--- src/rtl/cpu_pkg.sv ---
// Shared CPU definitions used by the fetch unit: word widths, the
// instruction fields that decide whether an operand byte follows, and the
// fetch state enumeration.
package cpu_pkg;

    localparam int INST_W = 16;
    localparam int BYTE_W = 8;
    localparam int ADDR_W = 16;

    // An instruction carries a trailing data byte only when the one-argument
    // flag is set and the source field selects the data operand.
    localparam int         ONE_ARG_BIT   = 15;
    localparam int         SRC_FIELD_MSB = 10;
    localparam int         SRC_FIELD_LSB = 9;
    localparam logic [1:0] SRC_DATA      = 2'b01;

    typedef enum logic [1:0] {
        FETCH_HI   = 2'd0,
        FETCH_LO   = 2'd1,
        FETCH_DATA = 2'd2,
        VALID      = 2'd3
    } fetch_state_t;

    // True when the assembled instruction word needs a third (operand) byte.
    function automatic logic needs_operand(input logic [INST_W-1:0] word);
        return word[ONE_ARG_BIT] &&
               (word[SRC_FIELD_MSB:SRC_FIELD_LSB] == SRC_DATA);
    endfunction

endpackage

--- src/rtl/fetch_unit_if.sv ---
// Bundle of the fetch unit's memory port, redirect port and decoder port.
//
// Handshakes: a memory byte transfer completes in any cycle where mem_req
// and mem_ack are both high; an instruction is consumed in any cycle where
// inst_valid and inst_ready are both high. The requester holds its payload
// (mem_addr, or inst/data) stable until that cycle, and the responder may
// hold ack/ready low for any number of cycles.
interface fetch_unit_if;
    import cpu_pkg::*;

    // Program memory (byte reads)
    logic              mem_req;
    logic [ADDR_W-1:0] mem_addr;
    logic              mem_ack;
    logic [BYTE_W-1:0] mem_rdata;

    // Redirect from execute
    logic              pc_load;
    logic [ADDR_W-1:0] pc_target;

    // Decoder side
    logic [INST_W-1:0] inst;
    logic [BYTE_W-1:0] data;
    logic              inst_valid;
    logic              inst_ready;

    // Current fetch state, exported for observation
    fetch_state_t      state;

    modport master (
        output mem_req, mem_addr,
        input  mem_ack, mem_rdata,
        input  pc_load, pc_target,
        output inst, data, inst_valid,
        input  inst_ready,
        output state
    );

    modport slave (
        input  mem_req, mem_addr,
        output mem_ack, mem_rdata,
        output pc_load, pc_target,
        input  inst, data, inst_valid,
        output inst_ready,
        input  state
    );

endinterface

--- src/rtl/fetch_unit_pc_reg.sv ---
// Program counter of the fetch unit: a redirect load wins over the
// per-byte increment, and the increment wraps naturally at 16 bits.
module pc_reg
    import cpu_pkg::*;
#(
    parameter logic [ADDR_W-1:0] RESET_PC = 16'h0000
) (
    input  logic              clk,
    input  logic              rst,
    input  logic              load,
    input  logic [ADDR_W-1:0] target,
    input  logic              inc,
    output logic [ADDR_W-1:0] pc
);

    // Load has priority so a redirect discards a byte completing in the same cycle.
    always_ff @(posedge clk or posedge rst) begin
        if (rst) begin
            pc <= RESET_PC;
        end else if (load) begin
            pc <= target;
        end else if (inc) begin
            pc <= pc + 16'd1;
        end
    end

endmodule

--- src/rtl/fetch_unit.sv ---
// Instruction fetch unit: reads a 2- or 3-byte big-endian instruction one
// byte at a time from program memory, then presents it to the decoder until
// it is accepted. A redirect from execute restarts fetching at a new address.
module fetch_unit
    import cpu_pkg::*;
#(
    parameter logic [ADDR_W-1:0] RESET_PC = 16'h0000
) (
    input  logic         clk,
    input  logic         rst,
    fetch_unit_if.master bus
);

    fetch_state_t      state_q;
    fetch_state_t      state_d;
    logic              running_q;
    logic [INST_W-1:0] inst_q;
    logic [BYTE_W-1:0] data_q;
    logic [ADDR_W-1:0] pc;

    logic              xfer;
    logic              accept;
    logic              cap_hi;
    logic              cap_lo;
    logic              cap_data;
    logic              clr_data;
    logic [INST_W-1:0] lo_word;

    assign xfer    = bus.mem_req && bus.mem_ack;
    assign accept  = bus.inst_valid && bus.inst_ready;
    // Word as it will look once the low byte now on the bus is captured.
    assign lo_word = {inst_q[INST_W-1:BYTE_W], bus.mem_rdata};

    // Address of the next byte; advances on every completed transfer.
    pc_reg #(
        .RESET_PC (RESET_PC)
    ) u_pc_reg (
        .clk    (clk),
        .rst    (rst),
        .load   (bus.pc_load),
        .target (bus.pc_target),
        .inc    (xfer),
        .pc     (pc)
    );

    // Keeps mem_req low during reset and until the first edge after release.
    always_ff @(posedge clk or posedge rst) begin
        if (rst) begin
            running_q <= 1'b0;
        end else begin
            running_q <= 1'b1;
        end
    end

    // Fetch state register.
    always_ff @(posedge clk or posedge rst) begin
        if (rst) begin
            state_q <= FETCH_HI;
        end else begin
            state_q <= state_d;
        end
    end

    // Next state and byte-capture strobes; a redirect overrides everything.
    always_comb begin
        state_d  = state_q;
        cap_hi   = 1'b0;
        cap_lo   = 1'b0;
        cap_data = 1'b0;
        clr_data = 1'b0;
        if (bus.pc_load) begin
            state_d = FETCH_HI;
        end else begin
            case (state_q)
                FETCH_HI: begin
                    if (xfer) begin
                        cap_hi  = 1'b1;
                        state_d = FETCH_LO;
                    end
                end
                FETCH_LO: begin
                    if (xfer) begin
                        cap_lo = 1'b1;
                        if (needs_operand(lo_word)) begin
                            state_d = FETCH_DATA;
                        end else begin
                            clr_data = 1'b1;
                            state_d  = VALID;
                        end
                    end
                end
                FETCH_DATA: begin
                    if (xfer) begin
                        cap_data = 1'b1;
                        state_d  = VALID;
                    end
                end
                VALID: begin
                    if (accept) begin
                        state_d = FETCH_HI;
                    end
                end
                default: begin
                    state_d = FETCH_HI;
                end
            endcase
        end
    end

    // Instruction and operand holding registers; data is zeroed for 2-byte forms.
    always_ff @(posedge clk or posedge rst) begin
        if (rst) begin
            inst_q <= '0;
            data_q <= '0;
        end else begin
            if (cap_hi) begin
                inst_q[INST_W-1:BYTE_W] <= bus.mem_rdata;
            end
            if (cap_lo) begin
                inst_q[BYTE_W-1:0] <= bus.mem_rdata;
            end
            if (cap_data) begin
                data_q <= bus.mem_rdata;
            end else if (clr_data) begin
                data_q <= '0;
            end
        end
    end

    assign bus.mem_req    = running_q && (state_q != VALID);
    assign bus.mem_addr   = pc;
    assign bus.inst       = inst_q;
    assign bus.data       = data_q;
    assign bus.inst_valid = (state_q == VALID);
    assign bus.state      = state_q;

endmodule

--- src/flat_wrapper.sv ---
// flat-port wrapper written by rule: the top's interface ports become plain ports
module fetch_unit_flat import cpu_pkg::*;
#(
    parameter logic [ADDR_W-1:0] RESET_PC = 16'h0000
)
  (clk, rst, bus_mem_req, bus_mem_addr, bus_mem_ack, bus_mem_rdata, bus_pc_load, bus_pc_target, bus_inst, bus_data, bus_inst_valid, bus_inst_ready, bus_state);
  fetch_unit_if bus_i ();
  input  logic clk;
  input  logic rst;
  output wire logic [$bits(bus_i.mem_req)-1:0] bus_mem_req;
  output wire logic [$bits(bus_i.mem_addr)-1:0] bus_mem_addr;
  input wire logic [$bits(bus_i.mem_ack)-1:0] bus_mem_ack;
  input wire logic [$bits(bus_i.mem_rdata)-1:0] bus_mem_rdata;
  input wire logic [$bits(bus_i.pc_load)-1:0] bus_pc_load;
  input wire logic [$bits(bus_i.pc_target)-1:0] bus_pc_target;
  output wire logic [$bits(bus_i.inst)-1:0] bus_inst;
  output wire logic [$bits(bus_i.data)-1:0] bus_data;
  output wire logic [$bits(bus_i.inst_valid)-1:0] bus_inst_valid;
  input wire logic [$bits(bus_i.inst_ready)-1:0] bus_inst_ready;
  output wire logic [$bits(bus_i.state)-1:0] bus_state;
  assign bus_mem_req = bus_i.mem_req;
  assign bus_mem_addr = bus_i.mem_addr;
  assign bus_i.mem_ack = bus_mem_ack;
  assign bus_i.mem_rdata = bus_mem_rdata;
  assign bus_i.pc_load = bus_pc_load;
  assign bus_i.pc_target = bus_pc_target;
  assign bus_inst = bus_i.inst;
  assign bus_data = bus_i.data;
  assign bus_inst_valid = bus_i.inst_valid;
  assign bus_i.inst_ready = bus_inst_ready;
  assign bus_state = bus_i.state;
  fetch_unit #(.RESET_PC(RESET_PC)) u_core (.clk(clk), .rst(rst), .bus(bus_i));
endmodule
--- config.mk ---
export PLATFORM = sky130hd
export DESIGN_NAME = fetch_unit_flat
export DESIGN_NICKNAME = d
export VERILOG_FILES = /design/src/rtl/cpu_pkg.sv /design/src/rtl/fetch_unit_if.sv /design/src/rtl/fetch_unit_pc_reg.sv /design/src/rtl/fetch_unit.sv /design/src/flat_wrapper.sv
export SDC_FILE = /design/constraint.sdc
export NUM_CORES = 1
export LEC_CHECK = 0
export CORE_UTILIZATION = 40
export DETAILED_ROUTE_END_ITERATION = 10
export PLACE_DENSITY = 0.8
export SYNTH_ARGS = -nofsm -noshare
export SYNTH_HDL_FRONTEND = slang
export SYNTH_SLANG_ARGS = --single-unit
--- constraint.sdc ---
create_clock -name clk -period 4.4 [get_ports clk]
set_clock_uncertainty 0.15 [all_clocks]
set_input_delay 0.88 -clock clk [delete_from_list [all_inputs] [get_ports clk]]
set_output_delay 0.88 -clock clk [all_outputs]
set_load 0.02 [all_outputs]
==> summary.txt <==
# fillers = 453
Outcome = complete, no violations
Cell Area, Synth = 0.002106 mm^2
Detailed router's first-iteration violation count = 82
Routed vias/inst = 5.037
Yosys warning count = 0
CTS tree = yes
Setup TNS = 0 ns
Synth Instances = 178
Buf+Inv Stages, Crit Path = 1
Max Cap Viol = 0
Most common cell after layout, fill and taps aside = clkdlybuf4s50_1
IO Count = 73
Sequential cell area = 0.001076 mm^2
Pin count of the biggest net entering global routing = 44
Syn_area_per_cell = 11.83 um^2
Slowest stage delay, CP = 0.62 ns
Cell family with the largest share of critical-path delay = buffers and inverters
CTS buffer count = 5
Max stage delay cell, worst path = clkdlybuf4s50_1
Worst hold-check path type = flip-flop to flip-flop
Crit path arrival time = 1.76 ns
Peak supply drop = 0.3995 mV
Placed cell count = 315
Via Count = 1,627
Ratio of cells with drive above 1 in the final layout = 0.1502
Distinct cells, synth = 40
Number of global-route vias before repair = 1,597
RR Startpoint = u_core.bus.state[1]
Worst rel slew slack = 0.4211
F_max = 358.6 MHz
Port Buffers = 72
CP Cell Sequence = ha_1 -> nor2b_1 -> clkdlybuf4s50_1
Clock latency on the worst-skew pair = 0.30 ns
Data required, critical path = 3.37 ns
Hold path start = u_core.bus.inst[6]
Grt ovf = 0
#FFs+latches synth = 43
Post-synth EDFFs = 0
Async S/R FF share, synth = 1.000
H-tree lvl count = 2
Hold_buf cts = 0
Initial Util = 0.4149
Layout Nets = 286
Crit path from = u_core.bus.state[1]
Clock Path Buffers = 2
RSZ-0062 raised after global routing = no
Antenna cells = 0
Drt drc = 0
Multi-input combinational cell area = 955.9 um^2
Post-route ant nets = 0
CP endpoint kind = output pin
GRT Resource Usage Total = 0.1817
Setup bufs post-CTS = 0
Synth Flop Type = dfrtp_1
Yosys top cell area share = 0.5110
Final Hold Fails = 0
Pins over their slew limit = 0
Cts repair resizes = 0
P&R area growth vs syn = 40.52%
DIE HEIGHT = 74.56 um
P_leak = 1.205 nW
Crit path kind = flip-flop to output pin
Standard-cell row count = 26
Final critical-path required period = 2.789 ns
Core area = 0.005075 mm^2
CP Max Fanout = 6
Clk sink count = 43
Setup Viol. Count Final = 0
Die ar. = 0.005558 mm^2
Worst setup SP type = flip-flop
Syn nets = 212
CTS clk-pin slew, worst paths = 0.08 ns
DR WL/cell = 14.41 um
Placer Congestion = 0.7274
Synth area leaders = dfrtp_1 (51%), mux2_2 (9.1%), xnor2_1 (4.2%)
Initial antenna violation count = 0
Most frequent cells in the layout = clkdlybuf4s50_1 (72), dfrtp_1 (43), nand2_1 (19)
Layout Utilization = 0.5831
CTS Root Cell = clkbuf_8
Post-Route WL = 4.656 mm
Period utilisation layout = 0.6338
DRT Pass-1 Iters = 4
First-pass GRT wire length = 7.555 mm
Die width = 74.56 um
Non-filler cells, final = 323
Post-synthesis sequential area ratio = 0.5110
Worst Max-Slew Pin Slew = 0.8670 ns
Synth area leader = dfrtp_1
Total power = 1.561 mW
Hpwl dp = 3.441 mm
Pwr dens = 527.5 mW/mm^2
-- worst paths after layout --
path,end,slack [ns],cells after the start
worst max-delay path,bus_mem_req,1.61,3
worst min-delay path,u_core.bus.inst[6],0.36,1
worst max register to register,u_core.bus.data[5],2.41,5
worst min register to register,u_core.bus.inst[6],0.36,1
max in group asynchronous,u_core.u_pc_reg.pc[0],2.63,2
min in group asynchronous,u_core.bus.data[3],0.93,2
-- logic make-up after synthesis --
| group | count (synthesis) | share of synthesized area |
|---|---|---|
| XOR/XNOR | 11 | 0.04575 |
| AO/OA/AOI/OAI | 28 | 0.09447 |
| buffers and inverters | 12 | 0.03505 |
| other | 1 | 0.001781 |
| adder cells (fa/ha/maj) | 5 | 0.02971 |
| flip-flops | 43 | 0.5110 |
| multiplexers | 22 | 0.1147 |
| AND/OR/NAND/NOR | 56 | 0.1676 |
-- per-layer routing --
layer,wire (um),GRT usage,share of wire
met5,0,0,0
met2,2288,0.3113,0.49
met4,34,0.04822,0.0073
met3,235,0.04201,0.050
met1,2098,0.2308,0.45
-- synthesized netlist by cell type, types with 2 or more instances --
master	number
o21ai_0	8
o21ai_1	5
dfrtp_1	43
nand2_1	19
xnor2_1	10
nor4_1	2
ha_1	5
mux2i_1	5
a22o_1	8
nand4_1	3
buf_4	2
nand2_2	2
a22oi_1	2
inv_1	6
nor2b_1	4
mux2_2	17
nor2_1	3
nor4_2	2
clkbuf_8	2
nor3_1	6
nand3_1	5
-- per-stage QoR --
step                instance area [um^2]  hold WS [ns]  setup slack (ns)
global placement                    2870        0.3385             1.764
CTS                                 2959        0.3607             1.590
detailed placement                  2870        0.3415             1.741
global route                        2959        0.3928             1.517
finish                              2959        0.3592             1.611
floorplan                           2106        0.4757             2.195
-- worst register-to-register path, delay by kind of cell, from the launching register on --
family / cells / cell delay [ns]
adders and majority gates: 1 / 0.27
and+or+nand+nor: 3 / 0.72
DFF: 1 / 0.44
AOI/OAI and AO/OA: 1 / 0.30
-- area by class of cell --
type,count,share of cell area
repair buffers,73,0.2461
clock inverters,3,0.006765
well taps,70,0.02960
multi-input cells,123,0.3230
inverters,6,0.007611
flip-flops and latches,43,0.3636
clock buffers,5,0.02326
-- report_power, final --
part | leakage [nW] | switching, mW | total (mW) | internal [mW]
combinational | 0.633 | 0.325 | 0.694 | 0.369
sequential | 0.531 | 0.0990 | 0.617 | 0.518
clock | 0.0402 | 0.140 | 0.250 | 0.110
Note: power is estimated with default switching activity, not from simulation.
